===== src/rtl/event_priority_encoder_pkg.sv =====
// Shared types and helpers for the event priority encoder and its decoder sibling.
//   prio_index(vec): highest set index of vec plus a found flag.
//   onehot(idx)    : one-hot vector with bit idx set.
// Both operate on MAX_N-wide vectors. Callers zero-extend their operand
// and truncate the result, so any N up to MAX_N can share them.
package event_priority_encoder_pkg;

    localparam int unsigned EPE_N = 8;
    localparam int unsigned MAX_N = 256;
    localparam int unsigned IW    = 8;

    typedef struct packed {
        logic          found;
        logic [IW-1:0] idx;
    } prio_t;

    // Later (higher) set bits overwrite earlier ones, so the highest index wins
    function automatic prio_t prio_index(input logic [MAX_N-1:0] vec);
        prio_t r;
        r = '0;
        for (int unsigned i = 0; i < MAX_N; i++) begin
            if (vec[i]) begin
                r.found = 1'b1;
                r.idx   = IW'(i);
            end
        end
        return r;
    endfunction

    function automatic logic [MAX_N-1:0] onehot(input logic [IW-1:0] idx);
        logic [MAX_N-1:0] oh;
        oh      = '0;
        oh[idx] = 1'b1;
        return oh;
    endfunction

endpackage


===== src/rtl/event_priority_encoder_if.sv =====
// Request/handshake bundle for the event priority encoder.
//   master: drives enable, req, ready, clear_ovf; observes valid, code, pending, overflow
//   slave : the encoder side
interface event_priority_encoder_if #(
    parameter int unsigned N = event_priority_encoder_pkg::EPE_N
);
    import event_priority_encoder_pkg::*;

    localparam int unsigned CW = $clog2(N);

    logic          enable;
    logic [N-1:0]  req;
    logic          ready;
    logic          clear_ovf;
    logic          valid;
    logic [CW-1:0] code;
    logic [N-1:0]  pending;
    logic          overflow;

    modport master (
        output enable, req, ready, clear_ovf,
        input  valid, code, pending, overflow
    );

    modport slave (
        input  enable, req, ready, clear_ovf,
        output valid, code, pending, overflow
    );

endinterface


===== src/rtl/event_priority_encoder_prio_find.sv =====
// Combinational highest-set-bit finder.
//   vec     : candidate vector (N bits)
//   idx_c   : index of the highest set bit (0 when none set)
//   found_c : 1 when any bit of vec is set
module event_priority_encoder_prio_find
    import event_priority_encoder_pkg::*;
#(
    parameter int unsigned N = EPE_N
) (
    input  logic [N-1:0]         vec,
    output logic [$clog2(N)-1:0] idx_c,
    output logic                 found_c
);

    localparam int unsigned CW = $clog2(N);

    prio_t res;

    always_comb begin
        res     = prio_index(MAX_N'(vec));
        idx_c   = CW'(res.idx);
        found_c = res.found;
    end

endmodule


===== src/rtl/event_priority_encoder.sv =====
// Sequential N-to-log2(N) priority encoder with event capture.
// Request pulses accumulate in a pending register. Pending events drain one
// per accepted handshake, highest index first, as a binary code.
//   clk, rst : rising-edge clock, asynchronous active-high reset
//   bus      : slave side of event_priority_encoder_if
//              (enable/req/ready/clear_ovf in; valid/code/pending/overflow out)
// N must be a power of two in 2..256.
module event_priority_encoder
    import event_priority_encoder_pkg::*;
#(
    parameter int unsigned N = EPE_N
) (
    input  logic                    clk,
    input  logic                    rst,
    event_priority_encoder_if.slave bus
);

    localparam int unsigned CW = $clog2(N);

    logic [N-1:0]  pending_q, pending_d;
    logic          valid_q, valid_d;
    logic [CW-1:0] code_q, code_d;
    logic          overflow_q, overflow_d;

    logic [N-1:0]  set_mask;
    logic [N-1:0]  clr_mask;
    logic [CW-1:0] sel_idx;
    logic          sel_found;
    logic          slot_free;
    logic          sel;

    // Selection sees only registered pending, never this cycle's req
    event_priority_encoder_prio_find #(.N(N)) u_prio_find (
        .vec     (pending_q),
        .idx_c   (sel_idx),
        .found_c (sel_found)
    );

    // Next-state: capture, select/clear, handshake and overflow tracking
    always_comb begin
        set_mask   = '0;
        clr_mask   = '0;
        slot_free  = 1'b0;
        sel        = 1'b0;
        pending_d  = pending_q;
        valid_d    = valid_q;
        code_d     = code_q;
        overflow_d = overflow_q;

        set_mask  = bus.req & {N{bus.enable}};
        slot_free = !valid_q || bus.ready;
        sel       = slot_free && sel_found;

        if (sel) begin
            clr_mask = N'(onehot(IW'(sel_idx)));
        end

        // Set after clear: a req on the bit being selected re-pends it
        pending_d = (pending_q & ~clr_mask) | set_mask;

        if (sel) begin
            valid_d = 1'b1;
            code_d  = sel_idx;
        end else if (valid_q && bus.ready) begin
            valid_d = 1'b0;
        end

        // A duplicate only counts as lost if the bit is not leaving this cycle
        if (|(set_mask & pending_q & ~clr_mask)) begin
            overflow_d = 1'b1;
        end else if (bus.clear_ovf) begin
            overflow_d = 1'b0;
        end
    end

    // State registers
    always_ff @(posedge clk or posedge rst) begin
        if (rst) begin
            pending_q  <= '0;
            valid_q    <= 1'b0;
            code_q     <= '0;
            overflow_q <= 1'b0;
        end else begin
            pending_q  <= pending_d;
            valid_q    <= valid_d;
            code_q     <= code_d;
            overflow_q <= overflow_d;
        end
    end

    assign bus.pending  = pending_q;
    assign bus.valid    = valid_q;
    assign bus.code     = code_q;
    assign bus.overflow = overflow_q;

endmodule


===== src/flat_wrapper.sv =====
// flat-port wrapper written by rule: the top's interface ports become plain ports
module event_priority_encoder_flat import event_priority_encoder_pkg::*;
#(
    parameter int unsigned N = EPE_N
)
  (clk, rst, bus_enable, bus_req, bus_ready, bus_clear_ovf, bus_valid, bus_code, bus_pending, bus_overflow);
  event_priority_encoder_if #(.N(N)) bus_i ();
  input  logic clk;
  input  logic rst;
  input wire logic [$bits(bus_i.enable)-1:0] bus_enable;
  input wire logic [$bits(bus_i.req)-1:0] bus_req;
  input wire logic [$bits(bus_i.ready)-1:0] bus_ready;
  input wire logic [$bits(bus_i.clear_ovf)-1:0] bus_clear_ovf;
  output wire logic [$bits(bus_i.valid)-1:0] bus_valid;
  output wire logic [$bits(bus_i.code)-1:0] bus_code;
  output wire logic [$bits(bus_i.pending)-1:0] bus_pending;
  output wire logic [$bits(bus_i.overflow)-1:0] bus_overflow;
  assign bus_i.enable = bus_enable;
  assign bus_i.req = bus_req;
  assign bus_i.ready = bus_ready;
  assign bus_i.clear_ovf = bus_clear_ovf;
  assign bus_valid = bus_i.valid;
  assign bus_code = bus_i.code;
  assign bus_pending = bus_i.pending;
  assign bus_overflow = bus_i.overflow;
  event_priority_encoder #(.N(N)) u_core (.clk(clk), .rst(rst), .bus(bus_i));
endmodule

===== config.mk =====
export PLATFORM = sky130hd
export DESIGN_NAME = event_priority_encoder_flat
export DESIGN_NICKNAME = d
export VERILOG_FILES = /design/src/rtl/event_priority_encoder_pkg.sv /design/src/rtl/event_priority_encoder_if.sv /design/src/rtl/event_priority_encoder_prio_find.sv /design/src/rtl/event_priority_encoder.sv /design/src/flat_wrapper.sv
export SDC_FILE = /design/constraint.sdc
export NUM_CORES = 1
export LEC_CHECK = 0
export CORE_ASPECT_RATIO = 0.9
export CORE_MARGIN = 2
export CORE_UTILIZATION = 46
export CTS_CLUSTER_DIAMETER = 30
export DETAILED_ROUTE_END_ITERATION = 8
export GPL_TIMING_DRIVEN = 0
export PLACE_DENSITY = 0.8
export SKIP_CTS_REPAIR_TIMING = 1
export SLEW_MARGIN = 40
export SYNTH_ARGS = -nofsm -noshare
export SYNTH_HDL_FRONTEND = slang
export SYNTH_HIERARCHICAL = 1
export SYNTH_SLANG_ARGS = --single-unit

===== constraint.sdc =====
create_clock -name clk -period 4.97 [get_ports clk]
set_clock_uncertainty 0.2 [all_clocks]
set_input_delay 0.7455 -clock clk [delete_from_list [all_inputs] [get_ports clk]]
set_output_delay 0.7455 -clock clk [all_outputs]
set_load 0.05 [all_outputs]

==> run summary <==
Headroom to the max-slew limit came out at 0.468. The flow ran to the end, and the final reports show no timing, DRC or antenna violations. The number of placement rows is 13. The clock network latency to the later pin of the worst-skew pair is 0.27 ns. The number of clock buffers added by TritonCTS is 3. After synthesis the cells add up to 722 µm². Counting every net in the synthesized netlist gives 87. The filler cell count is 111. The top-level port count came out at 26. The cell at the slowest stage of the critical path is clkdlybuf4s50_1.

The number of endpoints failing setup at the final stage came out at 0. The clock-pin transition on the worst setup and hold timing paths is 0.08 ns. The initial antenna violation count came out at 0. The number of flip-flops and latches in the synthesized netlist came out at 13.

Dividing the detail-routed wire length by the instance count gives 14.6 µm. STA puts the critical path data arrival time at 1.55 ns. The worst hold-check slack came out at 0.282 ns. The net count of the finished layout is 117. The relative area change from synthesis to final layout is 40.9%. The core region is 1460 µm².

The clock sink count came out at 13. The number of buffers between clock root and the deepest sink is 2. The port buffer count is 25.

The starting DRC count in detailed routing is 28. The element type at the critical path start is a register. By area the synthesized netlist is led by dfrtp_1 (45%), a22o_1 (9.7%), nand3_1 (9.0%), a31oi_1 (4.3%), mux2_2 (3.1%). The number of H-tree levels came out at 1. The die area came out at 1900 µm². The via count of the first global-routing pass is 620. The area share of the leading cell type in the synthesized netlist is 0.451.

For this design the static power due to leakage is 0.420 nW. The family of cells with the greatest summed delay on the critical path is buffers and inverters. Of all cell types, the one taking the most synthesized area is dfrtp_1. Each instance of the synthesized netlist takes up on average 9.76 µm². The max-cap check violation count is 0.

The max-slew violation count was 0. The highest cell delay on the worst timing path is 0.84 ns. The count of yosys warnings during synthesis came out at 6. The post-synthesis cell type count came out at 23. The total power draw came out at 0.000434 W. The routed via count divided by cell count came out at 6.19. Counting both buffers and inverters, the worst setup path holds a total of 1. The maximum achievable frequency is 401 MHz. The share of cells above drive strength 1 came out at 0.136. The final-report hold violation count came to 0. The required time at the worst-slack endpoint is 4.02 ns. Clock tree synthesis selected as its root buffer the cell clkbuf_4.

Setup repair after global routing left no endpoint under its margin. The final critical path time including I/O delays and setup came out at 2.50 ns. The final estimated routing congestion in global placement came out at 0.849. The number of vias after detailed routing is 730. The height of the die is 41.6 µm. 0 antenna diodes ended up in the layout. The TritonCTS clock tree is built. The fraction of the cycle the final worst path needs came out at 0.502.

The sequential fraction of the synthesis area came out at 0.451. The final non-filler cell total is 118. For this design the ratio of total power to cell area is 427 nW/µm². The detailed-router iteration count before antenna repair is 4. The signal on the critical path passes through clkdlybuf4s50_1. The residual DRC count came out at 0. The worst setup path is captured at an output pin. At the end of the flow the core is filled with cells to 0.695.

The post-synthesis instance total is 74. The post-detailed-route count of antenna-violating nets came out at 0. The starting density of the core came out at 0.493. Global routing finished with a remaining overflow of 0. The largest driver fanout on the critical path came out at 5.

The worst min-delay path class is reg -> reg. The aggregate negative setup slack came out at 0 ns. The setup path with the least slack is of type reg -> out.

The wire length of the first global-routing pass is 2760 µm. The transition time at the pin with the least slew margin is 0.792 ns. The maximum number of pins on one net before global-route repair came out at 14. Once detailed placement completed, the half-perimeter wirelength came to 1240 µm. The overall routed net length came out at 1720 µm. Including well taps, the total number of placed cells is 114.

The worst-case IR drop observed on VDD is 0.000316 V. The floorplan step set the die width to 45.8 µm. The overall track demand over capacity in global routing is 0.199.
where the power goes:
part / total [W] / internal [W] / switching, W / leakage (nW)
clock network: 0.0000633 / 0.0000311 / 0.0000322 / 0.0150
registers: 0.000148 / 0.000126 / 0.0000220 / 0.125
logic: 0.000223 / 0.0000855 / 0.000137 / 0.280
cell type report:
class / count / area [µm²] / share of cell area
multi-input cells: 54 / 367 / 0.360
flip-flops and latches: 13 / 325 / 0.320
repair buffers: 25 / 250 / 0.246
clock buffers: 4 / 26.3 / 0.0258
well taps: 15 / 18.8 / 0.0185
plain buffers: 3 / 15.0 / 0.0148
inverters: 4 / 15.0 / 0.0148
stage by stage:
step,setup slack [ns],area (µm²)
finish,2.47,1020
global route,2.37,1020
CTS,2.46,1020
detailed placement,2.60,991
global placement,2.59,991
floorplan,2.59,722
metal layers:
layer | track usage | wire (µm) | share of wire | vias up
met5 | 0 | 0 | 0 | -
met4 | 0.0800 | 28 | 0.016 | 0
li1 | - | - | - | 345
met2 | 0.273 | 717 | 0.42 | 51
met1 | 0.296 | 806 | 0.47 | 326
met3 | 0.0478 | 172 | 0.10 | 8
logic make-up (layout without fill, tap and decap cells):
kind of cell,after synthesis,count (layout),share of synthesized area
and+or+nand+nor,32,32,0.263
muxes,2,2,0.0312
buffers and inverters,7,36,0.0416
DFF,13,13,0.451
AOI/OAI and AO/OA,20,20,0.213
cell usage in the layout (no fill, tap or decap):
cell | synthesis | final
a22o_1 | 8 | 8
nand2_1 | 3 | 3
clkbuf_1 | 0 | 1
nand4_1 | 3 | 3
buf_2 | 3 | 3
nand2b_2 | 1 | 1
a21oi_1 | 2 | 2
dfrtp_1 | 13 | 13
and3b_2 | 1 | 1
clkbuf_4 | 0 | 3
a211oi_1 | 1 | 1
nor2_1 | 4 | 4
a2111oi_2 | 1 | 1
o21ai_0 | 1 | 1
o31ai_1 | 2 | 2
clkdlybuf4s50_1 | 0 | 25
nand3_1 | 13 | 13
mux2_2 | 2 | 2
a31oi_1 | 5 | 5
nand2b_1 | 2 | 2
clkinv_1 | 1 | 1
and3_1 | 1 | 1
and3_2 | 2 | 2
inv_1 | 3 | 3
nor3b_4 | 1 | 1
and3b_1 | 1 | 1
path summary, 6_finish.rpt:
path	from	end	slack [ns]	depth (start not counted)
max in group asynchronous	rst	u_core/bus.code[2]	3.64	2
min in group asynchronous	rst	u_core/bus.pending[3]	0.60	2
max reg2reg	u_core/bus.pending[2]	u_core/bus.overflow	2.50	7
min reg2reg	u_core/bus.code[2]	u_core/bus.code[2]	0.28	2
min	u_core/bus.code[2]	u_core/bus.code[2]	0.28	2
max	u_core/bus.pending[2]	bus_pending[2]	2.47	1
state kept, by name (all words and copies together) (netlist names):
signal	count
u_core/bus.code	3
u_core/bus.overflow	1
u_core/bus.pending	8
u_core/bus.valid	1
cells in the mapped netlist:
cell type,count
a2111oi_2,1
a211oi_1,1
a21oi_1,2
a22o_1,8
a31oi_1,5
and3_1,1
and3_2,2
and3b_1,1
and3b_2,1
buf_2,3
clkinv_1,1
dfrtp_1,13
inv_1,3
mux2_2,2
nand2_1,3
nand2b_1,2
nand2b_2,1
nand3_1,13
nand4_1,3
nor2_1,4
nor3b_4,1
o21ai_0,1
o31ai_1,2
Power figures use the tool's default switching activity.
